### src/rtl/core_dispatcher.sv
// Ingress dispatcher: routes whole packets from one 64-bit stream to one of four cores,
// round-robin among free cores, with a per-core dispatched-packet counter.
module core_dispatcher #(
    parameter int unsigned DATA_WIDTH = 64,
    parameter int unsigned CTRL_WIDTH = 8,
    parameter int unsigned CNT_WIDTH  = 16
) (
    input  logic                   clk,
    input  logic                   reset,
    input  logic [DATA_WIDTH-1:0]  in_data,
    input  logic [CTRL_WIDTH-1:0]  in_ctrl,
    input  logic                   in_wr,
    output logic                   in_rdy,
    output logic [DATA_WIDTH-1:0]  out_data,
    output logic                   out_bop,
    output logic                   out_eop,
    output logic [3:0]             out_wr,
    input  logic [3:0]             core_free,
    input  logic [3:0]             core_rdy,
    output logic [1:0]             cur_core,
    output logic [4*CNT_WIDTH-1:0] pkt_cnt
);

    typedef enum logic {StIdle, StXfer} state_e;

    state_e                      state_q, state_d;
    logic [1:0]                  rr_ptr_q, rr_ptr_d;
    logic [1:0]                  cur_core_q, cur_core_d;
    logic                        first_word_q, first_word_d;
    logic [DATA_WIDTH-1:0]       out_data_q, out_data_d;
    logic                        out_bop_q, out_bop_d;
    logic                        out_eop_q, out_eop_d;
    logic [3:0]                  out_wr_q, out_wr_d;
    logic [3:0][CNT_WIDTH-1:0]   cnt_q, cnt_d;

    logic       grant_valid;
    logic [1:0] grant_idx;
    logic       accept;
    logic       eop_word;

    // Walk offsets from farthest to nearest so the nearest free core after rr_ptr wins.
    always_comb begin
        grant_valid = 1'b0;
        grant_idx   = 2'd0;
        for (int k = 4; k >= 1; k--) begin
            if (core_free[rr_ptr_q + 2'(k)]) begin
                grant_valid = 1'b1;
                grant_idx   = rr_ptr_q + 2'(k);
            end
        end
    end

    assign in_rdy   = (state_q == StXfer) && core_rdy[cur_core_q];
    assign accept   = in_wr && in_rdy;
    assign eop_word = (in_ctrl != '0) && (in_ctrl != {CTRL_WIDTH{1'b1}});

    always_comb begin
        state_d      = state_q;
        rr_ptr_d     = rr_ptr_q;
        cur_core_d   = cur_core_q;
        first_word_d = first_word_q;
        out_data_d   = out_data_q;
        out_bop_d    = out_bop_q;
        out_eop_d    = out_eop_q;
        out_wr_d     = 4'b0000;
        cnt_d        = cnt_q;
        case (state_q)
            StIdle: begin
                if (grant_valid) begin
                    cur_core_d   = grant_idx;
                    first_word_d = 1'b1;
                    state_d      = StXfer;
                end
            end
            StXfer: begin
                if (accept) begin
                    out_data_d   = in_data;
                    out_bop_d    = first_word_q;
                    out_eop_d    = eop_word;
                    out_wr_d     = 4'b0001 << cur_core_q;
                    first_word_d = 1'b0;
                    if (eop_word) begin
                        state_d           = StIdle;
                        rr_ptr_d          = cur_core_q;
                        cnt_d[cur_core_q] = cnt_q[cur_core_q] + CNT_WIDTH'(1);
                    end
                end
            end
            default: state_d = StIdle;
        endcase
    end

    always_ff @(posedge clk) begin
        if (reset) begin
            state_q      <= StIdle;
            rr_ptr_q     <= 2'd3;
            cur_core_q   <= 2'd0;
            first_word_q <= 1'b1;
            out_data_q   <= '0;
            out_bop_q    <= 1'b0;
            out_eop_q    <= 1'b0;
            out_wr_q     <= 4'b0000;
            cnt_q        <= '0;
        end else begin
            state_q      <= state_d;
            rr_ptr_q     <= rr_ptr_d;
            cur_core_q   <= cur_core_d;
            first_word_q <= first_word_d;
            out_data_q   <= out_data_d;
            out_bop_q    <= out_bop_d;
            out_eop_q    <= out_eop_d;
            out_wr_q     <= out_wr_d;
            cnt_q        <= cnt_d;
        end
    end

    assign out_data = out_data_q;
    assign out_bop  = out_bop_q;
    assign out_eop  = out_eop_q;
    assign out_wr   = out_wr_q;
    assign cur_core = cur_core_q;
    assign pkt_cnt  = cnt_q;

endmodule

### config.mk
export PLATFORM = sky130hd
export DESIGN_NAME = core_dispatcher
export DESIGN_NICKNAME = d
export VERILOG_FILES = /design/src/rtl/core_dispatcher.sv
export SDC_FILE = /design/constraint.sdc
export NUM_CORES = 1
export LEC_CHECK = 0
export ABC_AREA = 1
export BUFFER_PORTS_ARGS = -buffer_cell sky130_fd_sc_hd__buf_2
export CORE_MARGIN = 8
export CORE_UTILIZATION = 46
export CTS_CLUSTER_DIAMETER = 120
export DETAILED_ROUTE_END_ITERATION = 8
export PLACE_DENSITY = 0.86
export SLEW_MARGIN = 15
export SYNTH_ARGS = -nofsm -noshare
export SYNTH_HDL_FRONTEND = slang
export SYNTH_SLANG_ARGS = --single-unit
### constraint.sdc
create_clock -name clk -period 1.9 [get_ports clk]
set_input_delay 0.285 -clock clk [delete_from_list [all_inputs] [get_ports clk]]
set_output_delay 0.285 -clock clk [all_outputs]
set_load 0.01 [all_outputs]
==> results.md, run 1 <==
CTS:
- The clock passes through at most 2 buffers.
- The H-tree generated during clock tree synthesis spans 4 levels.
- TritonCTS built the clock tree.
- The total number of clock tree sinks is 140.
- The clock-pin slew on the worst setup and hold paths is 0.06 ns.
- The total CTS buffers is 17.
- After clock tree synthesis, the flow added hold-fix buffers numbering 0.
- The later pin in the worst-skew pair is clocked with a latency of 0.42 ns.
- The cell chosen for the clock root is clkbuf_16.

Layout:
- From synthesis to final layout, the design area changed by 38.7%.
- In the final layout, the share of cells above drive strength 1 is 0.297.
- The layout has 1154 filler cells.
- Once layout is complete, the cells apart from fillers number 1424.
- The multi-input combinational cells in the finished layout cover a total of 3400 µm².
- 0 antenna diodes ended up in the layout.
- Across the whole layout, storage elements account for 2810 µm².
- The net total in the final layout is 1315.
- The final standard cell utilization of the core is 0.653.

Drt:
- The post-detailed-route count of antenna-violating nets is 0.
- For this block, the routed nets add up to 23300 µm of wire.
- The ratio of routed vias to standard cells is 5.21.
- The average detailed-routed wire length per instance is 16.3 µm.
- In the routed design, unresolved DRC markers number 0.
- The routed via count is 7417.
- The detailed router finished its first iteration with 788 violations.
- Before antenna repair, the detailed router went through 6 iterations.

Place:
- The number of port buffers is 219.
- The minimum setup slack after placement is -0.127 ns.
- The global placement routability congestion is 0.899.
- The final HPWL from detailed placement is 15400 µm.
- After detailed placement, the design holds a cell count of 1377.

Timing:
- For the pin with the worst max-slew slack, the measured transition is 0.632 ns.
- The hold violation count in the final report is 0.
- Setup repair after global routing could not meet its margin everywhere.
- Setup violations remaining at the end of the flow were counted as 37.
- The max-slew violation count is 0.
- The minimum clock period after layout is 2.05 ns.
- The highest attainable clock frequency is 488 MHz.
- The final critical-path share of the clock period is 1.08.
- The final total negative setup slack is -1.77 ns.
- On the final layout, the worst clock skew is 0.00929 ns.
- In the post-route analysis, the smallest setup slack over all paths is -0.148 ns.
- The remaining max-slew budget at the tightest pin is 0.579.

Die:
- For this configuration, the core starts out at a cell density of 0.470.
- The region available for standard cell placement spans 13900 µm².
- The number of rows created at floorplan is 43.
- The die height is 135 µm.
- The horizontal extent of the die is 135 µm.
- The number of top-level pins is 220.
- The floorplan die area is 18300 µm².

Worst setup path:
- STA classifies the critical path startpoint as a register.
- At the worst endpoint, the arrival time is 2.37 ns.
- The critical path is of the reg2reg type.
- The maximum fanout along the worst path is 17.
- The origin of the critical flop-to-flop path is cur_core[1].
- The category of the worst setup path capture point is a register.
- The required time of the worst setup path is 2.23 ns.
- In this run the worst setup path begins at cur_core[1].

GRT:
- The total overflow left after global routing is 0.
- The largest net degree at the start of global routing is 119.
- Across every metal layer, demand over resource in global routing totals 0.228.
- The number of global-route vias before repair is 6634.
- The number of antenna violations at the first check in global routing is 0.
- The first global-routing pass estimated 33900 µm of wire.

Power and ir drop:
- The power density over the cells is 868 nW/µm².
- Of the total power, registers draw 0.400.
- The switching power is 0.00221 W.
- The internal power of the cells totals 0.00565 W.
- Of the total power, the share spent switching nets is 0.281.
- The worst-case IR drop observed on VDD is 0.594 mV.
- For this design the static power due to leakage is 4.47 nW.
- Of the total power, the clock network draws 0.430.
- The share of total power dissipated in combinational logic is 0.170.

Synthesis:
- The number of different library cells used by synthesis comes to 30.
- The synthesized design spends more area on one cell type than any other, namely dfxtp_1.
- The async set-reset flop share out of synthesis is 0.
- After synthesis, the cell types taking the most area are dfxtp_1, nand2_1, a21oi_1.
- In the post-synthesis netlist, the cell with the most instances is nand2_1.
- The area share of the largest cell type after synthesis is 0.429.
- The share of the yosys chip area belonging to registers is 0.429.
- In this run, synthesis inferred 0 flip-flops with an integrated enable.
- Averaged over all synthesized cells, the footprint is 6.60 µm².
- For this run, the leading register cell type out of synthesis is dfxtp_1.
- After synthesis the cells add up to 6530 µm².
- The number of instances in the synthesized netlist is 990.
- Counting instances in the post-synthesis netlist gives the leading cell types as nand2_1, dfxtp_1, nor2_1.
- Yosys printed 0 warnings.
- The number of nets produced by synthesis is 1074.
- The post-synthesis register bit count is 140.

Flow run:
- The number of max-capacitance violations reported is 0.

Min path:
- The launch point of the worst hold path is in_data[36].
- In this run the worst hold path is classified as in2reg.

Status:
- The run finished, with violations left.
- The final reports fail on negative setup slack.
-- power by group through the flow --
stage / clock network (W) / registers, W / logic [W]
after global placement: 0 / 0.00319 / 0.00112
after global routing: 0.00356 / 0.00316 / 0.00144
after detailed placement: 0 / 0.00320 / 0.00114
after CTS: 0.00341 / 0.00314 / 0.00116
after floorplan: 0 / 0.00323 / 0.000634
final: 0.00338 / 0.00314 / 0.00133
-- cell families (layout without fill, tap and decap cells) --
group | Yosys count | after routing | share of synthesized area
adders and majority gates | 1 | 1 | 0.00192
xor gates and xnor gates | 5 | 5 | 0.00671
and+or+nand+nor | 595 | 596 | 0.382
DFF | 140 | 140 | 0.429
buffers and inverters | 129 | 382 | 0.0866
AOI/OAI and AO/OA | 120 | 120 | 0.0933
-- layer usage --
| layer | up-vias | share of wire | GRT usage |
|---|---|---|---|
| li1 | 3587 | - | - |
| met1 | 3331 | 0.38 | 0.275 |
| met2 | 409 | 0.49 | 0.379 |
| met3 | 90 | 0.090 | 0.0568 |
| met4 | 0 | 0.039 | 0.0956 |
| met5 | - | 0 | 0 |
-- final cells by class --
class                           instances  area share
Clock buffer                           18      0.0474
Inverter                               79      0.0338
Tap cell                              180      0.0249
Multi-Input combinational cell        722       0.376
Clock inverter                         14      0.0188
Timing Repair Buffer                  271       0.189
Sequential cell                       140       0.310
-- through the flow --
stage	cell area, µm²	hold WS, ns	power (W)
after floorplan	6540	0.428	0.00387
after global placement	8000	0.448	0.00432
after detailed placement	8000	0.452	0.00434
after CTS	8650	0.0950	0.00771
after global routing	9060	0.0895	0.00816
final	9060	0.103	0.00786
-- placed cells by master, fill, tap and decap left out, types with 14 or more instances in the layout --
master,n
nand2_1,349
buf_4,31
clkbuf_16,19
buf_2,218
nand3_1,79
dfxtp_1,138
nor2_1,109
inv_1,75
nand2_2,14
a21oi_1,91
-- state kept, by name (all words and copies together), names as in the netlist --
| register | count |
|---|---|
| first_word_q | 1 |
| out_wr | 4 |
| cur_core | 2 |
| out_eop | 1 |
| out_bop | 1 |
| pkt_cnt | 64 |
| out_data | 64 |
| rr_ptr_q | 2 |
| state_q | 1 |
-- worst max-delay path, stage by stage (launching register included) --
cell	delay, ns
dfxtp_4	0.42
buf_6	0.13
buf_12	0.14
nand2_1	0.08
nand2_1	0.16
buf_4	0.18
nand3_4	0.10
nor2_4	0.20
nand2_1	0.07
nand2_1	0.17
nand2_1	0.10
a21oi_1	0.19
-- timing repair --
item | in CTS | in global routing
setup endpoints to repair | 82 | 132
gates resized for setup | 13 | 67
setup buffers | 0 | 11
pin swaps | 4 | 24
cloned | 1 | 3
-- worst paths after layout --
kind	end	slack, ns	cells after the start
worst max register to register	pkt_cnt[6]	-0.15	11
worst max-delay path	pkt_cnt[6]	-0.15	11
worst min-delay path	out_data[36]	0.10	3
worst min register to register	out_data[30]	0.46	2
Power figures use the tool's default switching activity.
==> inputs of run 2 (changes only) <==
ABC_AREA = not set   (was 1)
ABC_CLOCK_PERIOD_IN_PS = 1900   (was not set)
CORE_UTILIZATION = 44   (was 46)
PLACE_DENSITY = 0.85   (was 0.86)
==> results.md, run 2 <==
Worst setup path:
- The kind of cell with the highest combined delay along the critical path is multiplexers.
- The worst path arrival time came to 2.54 ns (+0.17 ns).
- STA classifies the critical path startpoint as a register.
- Walking the worst path, the cells encountered are buf_12 -> mux4_2 -> nand3_2 -> nor3_1 -> xnor2_1 -> buf_4 -> a211oi_1.
- The required time of the worst setup path is 2.22 ns (about the same).
- The critical-path cell with the highest stage delay is mux4_2.
- The worst stage delay on the critical path is 0.60 ns (+0.18 ns).
- The sum of buffers and inverters on the critical path is 2 (-1).
- The start-to-end type of the worst setup path is reg2reg.
- The origin of the critical flop-to-flop path is cur_core[0].
- Tracing the worst setup path back leads to its startpoint at cur_core[0].
- STA classifies the critical path endpoint as a register.
- The maximum fanout along the worst path is 7 (-10).

Synthesis:
- The summed instance area of the synthesized netlist is 5640 µm² (-14%).
- The post-synthesis register bit count is 140 (unchanged).
- The async set-reset flop share out of synthesis is 0 (unchanged).
- The most frequent cell after synthesis is dfxtp_1.
- Ranked by instance count, the synthesized netlist is headed by dfxtp_1, nand2_1, nor2_1.
- The number of enable-type register cells in the synthesized netlist is 0 (unchanged).
- Sorting the synthesized cells by area gives the leading types as dfxtp_1, nand2_1, a211oi_1.
- The number of instances in the synthesized netlist is 615 (-38%).
- The post-synthesis cell type with the largest combined area is dfxtp_1.
- The area share of the largest cell type after synthesis is 0.497 (+0.0675).
- The count of distinct cell types in the synthesized netlist is 40 (+33%).
- The number of warnings reported in the yosys synthesis log is 0 (unchanged).
- The most used flip-flop cell after synthesis is dfxtp_1.
- The share of the yosys chip area belonging to registers is 0.497 (+0.0675).
- The mean instance size in the synthesized netlist is 9.18 µm² (+39%).
- The number of nets produced by synthesis is 699 (-35%).

Status:
- The checks that failed: negative setup slack.
- The flow ran to the end, but the final reports show violations.

Place:
- The final HPWL from detailed placement came to 12400 µm (-19%).
- The global placement routability congestion was 0.818 (-9.1%).
- The number of port buffers is 219 (unchanged).

GRT:
- The sum of overflow across all layers after global routing was 0 (unchanged).
- The largest net degree at the start of global routing came to 54 (-55%).
- The overall track demand over capacity in global routing is 0.227 (-0.00160).
- The number of antenna violations at the first check in global routing is 0 (unchanged).
- The wire length of the first global-routing pass is 29400 µm (-13%).
- The number of global-route vias before repair is 5591 (-16%).

Drt:
- The DRC marker count from the first detailed-route iteration is 491 (-38%).
- The total DRC errors in the routed layout came to 0 (unchanged).
- The ratio of routed vias to standard cells is 5.69 (+9.2%).
- The average detailed-routed wire length per instance is 22.2 µm (+36%).
- The total iterations of the first detailed-routing run came to 5 (-1).
- The post-detailed-route count of antenna-violating nets is 0 (unchanged).
- The routed via count is 6185 (-17%).
- The total detailed-routing wirelength is 24200 µm (+3.9%).

CTS:
- The total number of clock tree sinks is 140 (unchanged).
- The hold buffer count at CTS was 0 (unchanged).
- The total CTS buffers came to 17 (unchanged).
- CTS placed an instance of clkbuf_16 at the clock tree root.
- The maximum clock path buffer count was 2 (unchanged).
- The latest clock arrival within the worst-skew pair is 0.43 ns (about the same).
- The level count of the clock H-tree is 4 (unchanged).
- The clock-pin slew on the worst setup and hold paths came to 0.06 ns (about the same).
- The clock tree from TritonCTS is yes.

Die:
- The starting density of the core was 0.449 (-0.0215).
- The number of top-level pins is 220 (unchanged).
- The die height is 129 µm (-4.4%).
- The floorplan die area is 16700 µm² (-8.5%).
- The number of rows created at floorplan is 41 (-4.7%).
- The core footprint is 12600 µm² (-9.5%).
- The horizontal extent of the die is 129 µm (-4.4%).

Timing:
- The minimum hold slack is 0.0897 ns (-0.0136 ns).
- The final critical-path share of the clock period is 1.17 (+0.0919).
- The final number of setup-violating endpoints was 128 (+250%).
- The remaining max-slew budget at the tightest pin is 0.309 (-0.269).
- The final worst clock skew came to 0.00768 ns (-0.00161 ns).
- The max-slew violation count is 0 (unchanged).
- The minimum clock period after layout is 2.22 ns (+0.175 ns).
- The highest attainable clock frequency came to 450 MHz (-7.9%).
- The hold violation count in the final report is 0 (unchanged).
- The worst-case setup margin in the final layout is -0.323 ns (-0.175 ns).
- The slew at the pin closest to its max-slew limit was 1.03 ns (+0.400 ns).
- Setup repair after global routing could not meet its margin everywhere.

Layout:
- The share of layout cells above drive strength 1 came to 0.619 (+0.321).
- The layout-stage area growth over the synthesis result is 69.7%.
- The net total in the final layout is 986 (-25%).
- The most common cell after layout, fill and taps aside is buf_2.
- The total inserted antenna cells is 0 (unchanged).
- The final standard cell utilization of the core is 0.762 (+0.109).
- The number of fillers in the final layout is 770 (-33%).
- In the layout the commonest cells are buf_2, dfxtp_1, nand2_1.

Min path:
- The min-delay analysis places its worst path in the category in2reg.
- In this run the most critical hold path is launched from in_data[59].

Power and ir drop:
- The worst vdd rail ir drop is 0.640 mV (+7.7%).
- The static leakage came to 3.92 nW (-12%).
- The power density over the cells was 789 nW/µm² (-9.1%).

Flow run:
- The number of max-capacitance violations reported is 0 (unchanged).
[run 2: cell count changes in the layout (fill, tap and decap cells not counted), moves of 41 or more]
cell      delta
inv_1       -70
nand3_1     -78
a211oi_2    +41
a21oi_1     -80
nor2_1      -49
a21oi_2     +55
nand2_1    -263
[run 2: report_power, final]
group	total, W	leakage, nW	switching, W	internal [W]
Combinational	0.00116	2.52	0.000612	0.000548
Sequential	0.00314	1.13	0.0000991	0.00304
Clock	0.00326	0.263	0.00134	0.00192
[run 2: path summary, 6_finish.rpt]
check / to / slack [ns] / cells after the start
worst max-delay path: pkt_cnt[41] / -0.32 / 7
worst min-delay path: out_data[59] / 0.09 / 3
worst max register to register: pkt_cnt[41] / -0.32 / 7
worst min register to register: out_data[3] / 0.45 / 2
[run 2: worst min-delay path, cell delays in order]
cell     delay [ns]
buf_2          0.09
nand2_1        0.05
a21oi_1        0.05
[run 2: repair_timing]
item | CTS | global route
gates resized for setup | 65 | 222
pin swaps | 31 | 137
endpoints found under the setup margin | 109 | 129
buffers inserted | 15 | 24
gates cloned | 7 | 9
[run 2: cells by family (layout without fill, tap and decap cells)]
logic type                 Yosys count  after routing  share of synthesized area
xor gates and xnor gates            14             14                     0.0217
adders and majority gates            1              1                    0.00222
muxes                               24             24                     0.0803
buffers and inverters               52            351                     0.0421
and+or+nand+nor                    247            248                      0.206
AOI/OAI and AO/OA                  137            137                      0.151
DFF                                140            140                      0.497
[run 2: cell type report]
type | count | area, µm² | area share
clock buffers | 17 | 425 | 0.0444
well taps | 172 | 215 | 0.0225
repair buffers | 314 | 2340 | 0.244
multi-input cells | 424 | 3620 | 0.378
clock inverters | 15 | 150 | 0.0157
inverters | 5 | 18.8 | 0.00196
flip-flops and latches | 140 | 2810 | 0.293
[run 2: stage by stage]
| step | setup TNS [ns] | cells | instance area [µm²] | setup slack [ns] | power (W) |
|---|---|---|---|---|---|
| final | -14.24 | 1087 | 9580 | -0.323 | 0.00756 |
| after global routing | -24.26 | 1087 | 9580 | -0.370 | 0.00778 |
| after floorplan | -1.91 | 615 | 5670 | -0.108 | 0.00360 |
| after detailed placement | -16.18 | 1006 | 7250 | -0.325 | 0.00397 |
| after global placement | -10.63 | 1006 | 7250 | -0.211 | 0.00395 |
| after CTS | -6.06 | 1057 | 8380 | -0.138 | 0.00727 |
[run 2: metal layers]
layer | GRT usage | routed length [µm]
met5 | 0 | 0
met4 | 0.113 | 1010
met3 | 0.0559 | 2070
met2 | 0.399 | 12400
met1 | 0.250 | 8700
